==> src/rtl/cpu_mem_pkg.sv <==
// cpu_mem_pkg: shared data-memory geometry and the store-buffer entry type
package cpu_mem_pkg;
  localparam int DM_WORDS = 1024;
  localparam int DM_AW = 10;
  localparam int WA_LO = 2;
  localparam int WA_HI = 11;
  typedef struct packed {
    logic [DM_AW-1:0] addr;
    logic [31:0]      data;
  } sb_entry_t;
endpackage

==> src/rtl/store_buffer_if.sv <==
// store_buffer_if: datapath-side and memory-side signals of the store buffer
interface store_buffer_if;
  logic [31:0] alu_out;
  logic [31:0] out2;
  logic        MemWrite;
  logic        MemRead;
  logic        drain_en;
  logic [31:0] dm_addr;
  logic [31:0] dm_wdata;
  logic        dm_we;
  logic [31:0] dm_rdata;
  logic [31:0] load_data;
  logic        stall;
  logic        empty;
  modport master (
    output alu_out, out2, MemWrite, MemRead, drain_en, dm_rdata,
    input  dm_addr, dm_wdata, dm_we, load_data, stall, empty
  );
  modport slave (
    input  alu_out, out2, MemWrite, MemRead, drain_en, dm_rdata,
    output dm_addr, dm_wdata, dm_we, load_data, stall, empty
  );
endinterface

==> src/rtl/store_buffer_fifo.sv <==
// sb_fifo: circular store queue exposing every entry oldest-first with a valid mask
module sb_fifo
  import cpu_mem_pkg::*;
#(
  parameter int DEPTH = 4
) (
  input  logic      clock,
  input  logic      reset,
  input  logic      push,
  input  logic      pop,
  input  sb_entry_t wr_entry,
  output sb_entry_t entries [DEPTH],
  output logic [DEPTH-1:0] valid,
  output logic      full,
  output logic      empty
);
  localparam int PW = $clog2(DEPTH);
  localparam int CW = PW + 1;
  sb_entry_t     mem [DEPTH];
  logic [PW-1:0] head, tail;
  logic [CW-1:0] count;
  always_ff @(posedge clock) begin
    if (reset) begin
      head  <= '0;
      tail  <= '0;
      count <= '0;
    end else begin
      if (push) begin
        mem[tail] <= wr_entry;
        tail      <= tail + 1'b1;
      end
      if (pop) head <= head + 1'b1;
      count <= count + CW'(push) - CW'(pop);
    end
  end
  // index 0 is the oldest entry, so higher indices are younger
  for (genvar i = 0; i < DEPTH; i++) begin : g_ent
    assign entries[i] = mem[head + PW'(i)];
    assign valid[i]   = CW'(i) < count;
  end
  assign full  = count == CW'(DEPTH);
  assign empty = count == '0;
endmodule

==> src/rtl/store_buffer.sv <==
// store_buffer: posted-write buffer owning the data-memory port, with load forwarding
module store_buffer
  import cpu_mem_pkg::*;
#(
  parameter int DEPTH = 4,
  parameter int AW = DM_AW
) (
  input logic           clock,
  input logic           reset,
  store_buffer_if.slave bus
);
  sb_entry_t        entries [DEPTH];
  logic [DEPTH-1:0] valid;
  logic             full, empty_q, pop, push, hit, unused_bits;
  logic [AW-1:0]    waddr;
  logic [31:0]      fwd;
  assign waddr       = bus.alu_out[WA_LO+AW-1:WA_LO];
  assign unused_bits = ^{bus.alu_out[31:WA_LO+AW], bus.alu_out[WA_LO-1:0]};
  assign pop         = bus.drain_en & ~bus.MemRead & ~empty_q;
  assign bus.stall   = bus.MemWrite & full & ~pop;
  assign push        = bus.MemWrite & ~bus.stall;
  sb_fifo #(.DEPTH(DEPTH)) u_fifo (
    .clock    (clock),
    .reset    (reset),
    .push     (push),
    .pop      (pop),
    .wr_entry ('{addr: waddr, data: bus.out2}),
    .entries  (entries),
    .valid    (valid),
    .full     (full),
    .empty    (empty_q)
  );
  // loads always own the port; otherwise it carries the oldest pending store
  assign bus.dm_we     = pop;
  assign bus.dm_addr   = 32'({bus.MemRead ? waddr : entries[0].addr, 2'b00});
  assign bus.dm_wdata  = entries[0].data;
  assign bus.empty     = empty_q;
  always_comb begin
    hit = 1'b0;
    fwd = '0;
    for (int k = 0; k < DEPTH; k++) begin
      hit = (valid[k] && entries[k].addr == waddr) ? 1'b1 : hit;
      fwd = (valid[k] && entries[k].addr == waddr) ? entries[k].data : fwd;
    end
  end
  assign bus.load_data = (bus.MemRead && hit) ? fwd : bus.dm_rdata;
endmodule

==> src/flat_wrapper.sv <==
// flat-port wrapper written by rule: the top's interface ports become plain ports
module store_buffer_flat import cpu_mem_pkg::*;
#(
  parameter int DEPTH = 4,
  parameter int AW = DM_AW
)
  (clock, reset, bus_alu_out, bus_out2, bus_MemWrite, bus_MemRead, bus_drain_en, bus_dm_rdata, bus_dm_addr, bus_dm_wdata, bus_dm_we, bus_load_data, bus_stall, bus_empty);
  store_buffer_if bus_i ();
  input logic clock;
  input logic reset;
  input wire logic [$bits(bus_i.alu_out)-1:0] bus_alu_out;
  input wire logic [$bits(bus_i.out2)-1:0] bus_out2;
  input wire logic [$bits(bus_i.MemWrite)-1:0] bus_MemWrite;
  input wire logic [$bits(bus_i.MemRead)-1:0] bus_MemRead;
  input wire logic [$bits(bus_i.drain_en)-1:0] bus_drain_en;
  input wire logic [$bits(bus_i.dm_rdata)-1:0] bus_dm_rdata;
  output wire logic [$bits(bus_i.dm_addr)-1:0] bus_dm_addr;
  output wire logic [$bits(bus_i.dm_wdata)-1:0] bus_dm_wdata;
  output wire logic [$bits(bus_i.dm_we)-1:0] bus_dm_we;
  output wire logic [$bits(bus_i.load_data)-1:0] bus_load_data;
  output wire logic [$bits(bus_i.stall)-1:0] bus_stall;
  output wire logic [$bits(bus_i.empty)-1:0] bus_empty;
  assign bus_i.alu_out = bus_alu_out;
  assign bus_i.out2 = bus_out2;
  assign bus_i.MemWrite = bus_MemWrite;
  assign bus_i.MemRead = bus_MemRead;
  assign bus_i.drain_en = bus_drain_en;
  assign bus_i.dm_rdata = bus_dm_rdata;
  assign bus_dm_addr = bus_i.dm_addr;
  assign bus_dm_wdata = bus_i.dm_wdata;
  assign bus_dm_we = bus_i.dm_we;
  assign bus_load_data = bus_i.load_data;
  assign bus_stall = bus_i.stall;
  assign bus_empty = bus_i.empty;
  store_buffer #(.DEPTH(DEPTH), .AW(AW)) u_core (.clock(clock), .reset(reset), .bus(bus_i));
endmodule
==> config.mk <==
export PLATFORM = sky130hd
export DESIGN_NAME = store_buffer_flat
export DESIGN_NICKNAME = d
export VERILOG_FILES = /design/src/rtl/cpu_mem_pkg.sv /design/src/rtl/store_buffer_if.sv /design/src/rtl/store_buffer_fifo.sv /design/src/rtl/store_buffer.sv /design/src/flat_wrapper.sv
export SDC_FILE = /design/constraint.sdc
export NUM_CORES = 1
export LEC_CHECK = 0
export CORE_ASPECT_RATIO = 0.6
export CORE_MARGIN = 1.5
export CORE_UTILIZATION = 35
export CTS_CLUSTER_SIZE = 20
export DETAILED_ROUTE_END_ITERATION = 7
export GPL_TIMING_DRIVEN = 1
export RECOVER_POWER = 50
export SLEW_MARGIN = 20
export SYNTH_ARGS = -nofsm -noshare
export SYNTH_HDL_FRONTEND = slang
export SYNTH_HIERARCHICAL = 1
export SYNTH_SLANG_ARGS = --single-unit
==> constraint.sdc <==
create_clock -name clock -period 4.3 [get_ports clock]
set_input_delay 0.43 -clock clock [delete_from_list [all_inputs] [get_ports clock]]
set_output_delay 0.43 -clock clock [all_outputs]
set_load 0.03 [all_outputs]
==> reports/qor.csv <==
stage,metric,value,unit
run_status,outcome,"complete, no violations",
route,DRT Pass-1 Iters,6,
clock_network,number of H-tree levels,4,
placed_design,Placer Congestion,0.779,
global_route,initial antenna violation count,6,
layout,area grow syn2layout,22.6,%
placed_design,dpl cells,1406,
route,post-route DRC violation count,0,
setup_path,CP Capture Type,output port,
sta,Tightest Pin Transition,1410,ps
route,vias,8684,
pwr,Clk pwr share,28.1,%
sta,Worst slew margin,6.00,%
synthesis,ys flop type,edfxtp_1,
setup_path,CP required,3870,ps
sta,RSZ-0062 raised after global routing,false,
setup_path,r2r setup slk,1720,ps
setup_path,reg-to-reg startpoint,u_core/u_fifo/count[0],
synthesis,Avg Synthesized Cell Area,14.6,sq um
placed_design,Place WS,303,ps
hold_path,hold crit path type,flip-flop to flip-flop,
sta,Setup TNS Final,0,ps
synthesis,Yosys warning total,6,
global_route,total track usage,20.3,%
setup_path,peak fanout along the critical path,7,
global_route,grt ovf,0,
synthesis,synthesized cell area,12000,sq um
synthesis,Post-synth EDFFs,168,
synthesis,Post-Syn Instances,826,
layout,Final nets,1084,
route,"antenna viol nets, final",0,
clock_network,Sink Count,177,
clock_network,Worst-path clk slew,70,ps
synthesis,register bit total from synthesis,177,
route,Routed WL per cell,24.8,um
route,drt total wl,36.0,mm
synthesis,register area share after synthesis,43.4,%
sta,skew final,7.47,ps
sta,final setup fails,0,
sta,fin crit share,97.2,%
synthesis,asr flop ratio synth,0,%
pwr,pwr dens,391,nW/um^2
clock_network,clk_lat worst skew,450,ps
pwr,Sequential Power Share,37.1,%
pwr,Sw Pwr,1860,uW
setup_path,Setup Crit Path Kind,flip-flop to output port,
pwr,maximum vdd drop,0.000304,V
synthesis,Unique masters post-synth,39,
synthesis,Yosys top cell area share,41.9,%
synthesis,Synth area leader,edfxtp_1,
floorplanning,Top Ports,200,
sta,Final Max Slew Viols,0,
clock_network,cts bufs inserted,17,
clock_network,TritonCTS clock tree,done,
run,number of max-cap violations,0,
setup_path,crit path DAT,3750,ps
layout,share of cells above drive strength 1,32.5,%
pwr,LEAKAGE,0.00454,uW
floorplanning,total die area,35500,sq um
placed_design,Post-DP HPWL,24.0,mm
sta,Tmin final,4180,ps
layout,fin util,43.7,%
layout,post-route cell area,14700,sq um
route,DRC marker count from the first detailed-route iteration,889,
hold_path,hold path depth,2,
synthesis,Synth area leaders,"edfxtp_1 (42%), mux4_2 (31%), nand4_1 (3.5%)",
setup_path,CP startpoint,u_core/u_fifo/head[0],
clock_network,clk root buf,clkbuf_16,
placed_design,placed cell areas,14100,sq um
global_route,first-pass GRT wire length,53.6,mm
global_route,via count of the first global-routing pass,8466,
sta,smallest setup slack after layout,119,ps
floorplanning,chip width,242,um
placed_design,Port Buffer Count,155,
pwr,Logic pwr share,34.8,%
floorplanning,Core ar.,33800,sq um
floorplanning,initial core utilization,35.6,%
sta,final hold violation count,0,
setup_path,Worst R2R Path Depth,8,
global_route,largest net degree at the start of global routing,65,
setup_path,worst reg2reg path endpoint,u_core/u_fifo/mem[2][34],
synthesis,Post-synth top cells,"edfxtp_1 (168), mux4_2 (168), nand4_1 (68), clkbuf_1 (38), buf_4 (35)",
floorplanning,Die Span Y,147,um
hold_path,Worst Hold Path EP,u_core/u_fifo/tail[1],
route,average vias per placed instance,5.99,
clock_network,Clock Tree Buf Depth,2,
hold_path,Worst Hold Launch,u_core/u_fifo/tail[1],
sta,Peak Freq,0.239,GHz
layout,Layout Cells excl Fill,1449,
pwr,Pint,3910,uW
pwr,Sw Share,32.2,%
floorplanning,# rows,52,
setup_path,crit start category,flip-flop,
how the worst max path moves through the flow:
stage               slack, ps                 to  cells after the start
finish                    120   bus_load_data[4]                     11
global route                3   bus_load_data[3]                     11
CTS                        50   bus_load_data[4]                     11
detailed placement        300   bus_load_data[8]                      9
global placement          310  bus_load_data[16]                      7
floorplan                 540  bus_load_data[10]                     10
power groups by stage:
stage	clock network (uW)	registers (uW)	logic (uW)
floorplan	0	2120	1470
global route	1720	2160	2130
global placement	0	2170	2010
finish	1620	2140	2010
CTS	1650	2140	2030
detailed placement	0	2180	2020
registers in the layout (all words and copies together), names as in the netlist, named ones only:
register             flops
u_core/u_fifo/mem      168
u_core/u_fifo/count      3
u_core/u_fifo/head       2
u_core/u_fifo/tail       2
cell type report:
class	instances	area [sq um]
clock buffer	18	429
antenna	3	7.51
inverter	11	41.3
multi-input combinational	543	6200
fill	3024	19000
tap	459	574
sequential	177	5240
clock inverter	14	176
timing repair buffer	224	2080
metal layers:
layer | vias to the layer above | part of all wire (%) | track usage, %
met5 | - | 0.058 | 0
met4 | 4 | 1.8 | 6.06
met3 | 48 | 10 | 6.95
met2 | 433 | 45 | 29.4
met1 | 4511 | 43 | 28.7
li1 | 3688 | - | -
cells in the final DEF, fill, tap and decap left out, drive strengths merged, types with 2 or more instances in the layout:
cell and n:
nand2 31, conb 22, diode 3, buf 89
and2 5, nand4 68, ha 8, xor2 18
nor2b 3, o21ai 32, nor3 6, a22o 2
a21oi 2, bufinv 3, clkbuf 27, dfxtp 9
and3 32, nor4 2, nor2 29, dlygate4sd3 44
edfxtp 168, inv 16, or3 24, mux4 168
clkinv 4, o31ai 9, clkinvlp 2, dlygate4sd2 4
a31oi 32, mux2 10, and4 3, clkdlybuf4s50 77
nand3 6, xnor2 25
worst max-delay path: stages, from the launching register on:
cell	delay, ps
dfxtp_4	390
buf_4	180
mux4_2	510
xnor2_1	360
nand4_1	250
or3_4	460
and4_4	200
buf_12	140
buf_4	150
or3_1	350
o21ai_1	140
buf_4	180
stage by stage:
stage	hold WS [ps]	power [uW]
CTS	569	5820
global placement	543	4180
floorplan	514	3590
detailed placement	553	4200
global route	588	6010
finish	574	5770
cell families (layout without fill, tap and decap cells):
kind of cell             count (synthesis)  after routing  share of synthesized area, %
XOR/XNOR                                43             43                          3.13
buffers and inverters                  127            267                          6.22
adder cells (fa/ha/maj)                  9              9                         0.999
flip-flops                             177            177                          43.4
AND/OR/NAND/NOR                        210            210                          9.68
multiplexers                           179            179                          32.5
other                                    1             25                        0.0312
AO/OA/AOI/OAI                           80             80                          4.02
timing repair:
| action | CTS | global route |
|---|---|---|
| resized for setup | 10 | 4 |
| buffers inserted | 3 | 5 |
| setup endpoints to repair | 15 | 30 |
| cloned | 0 | 0 |
| pin swaps | 0 | 1 |
| hold buffers | 0 | 0 |
Note: power is estimated with default switching activity, not from simulation.
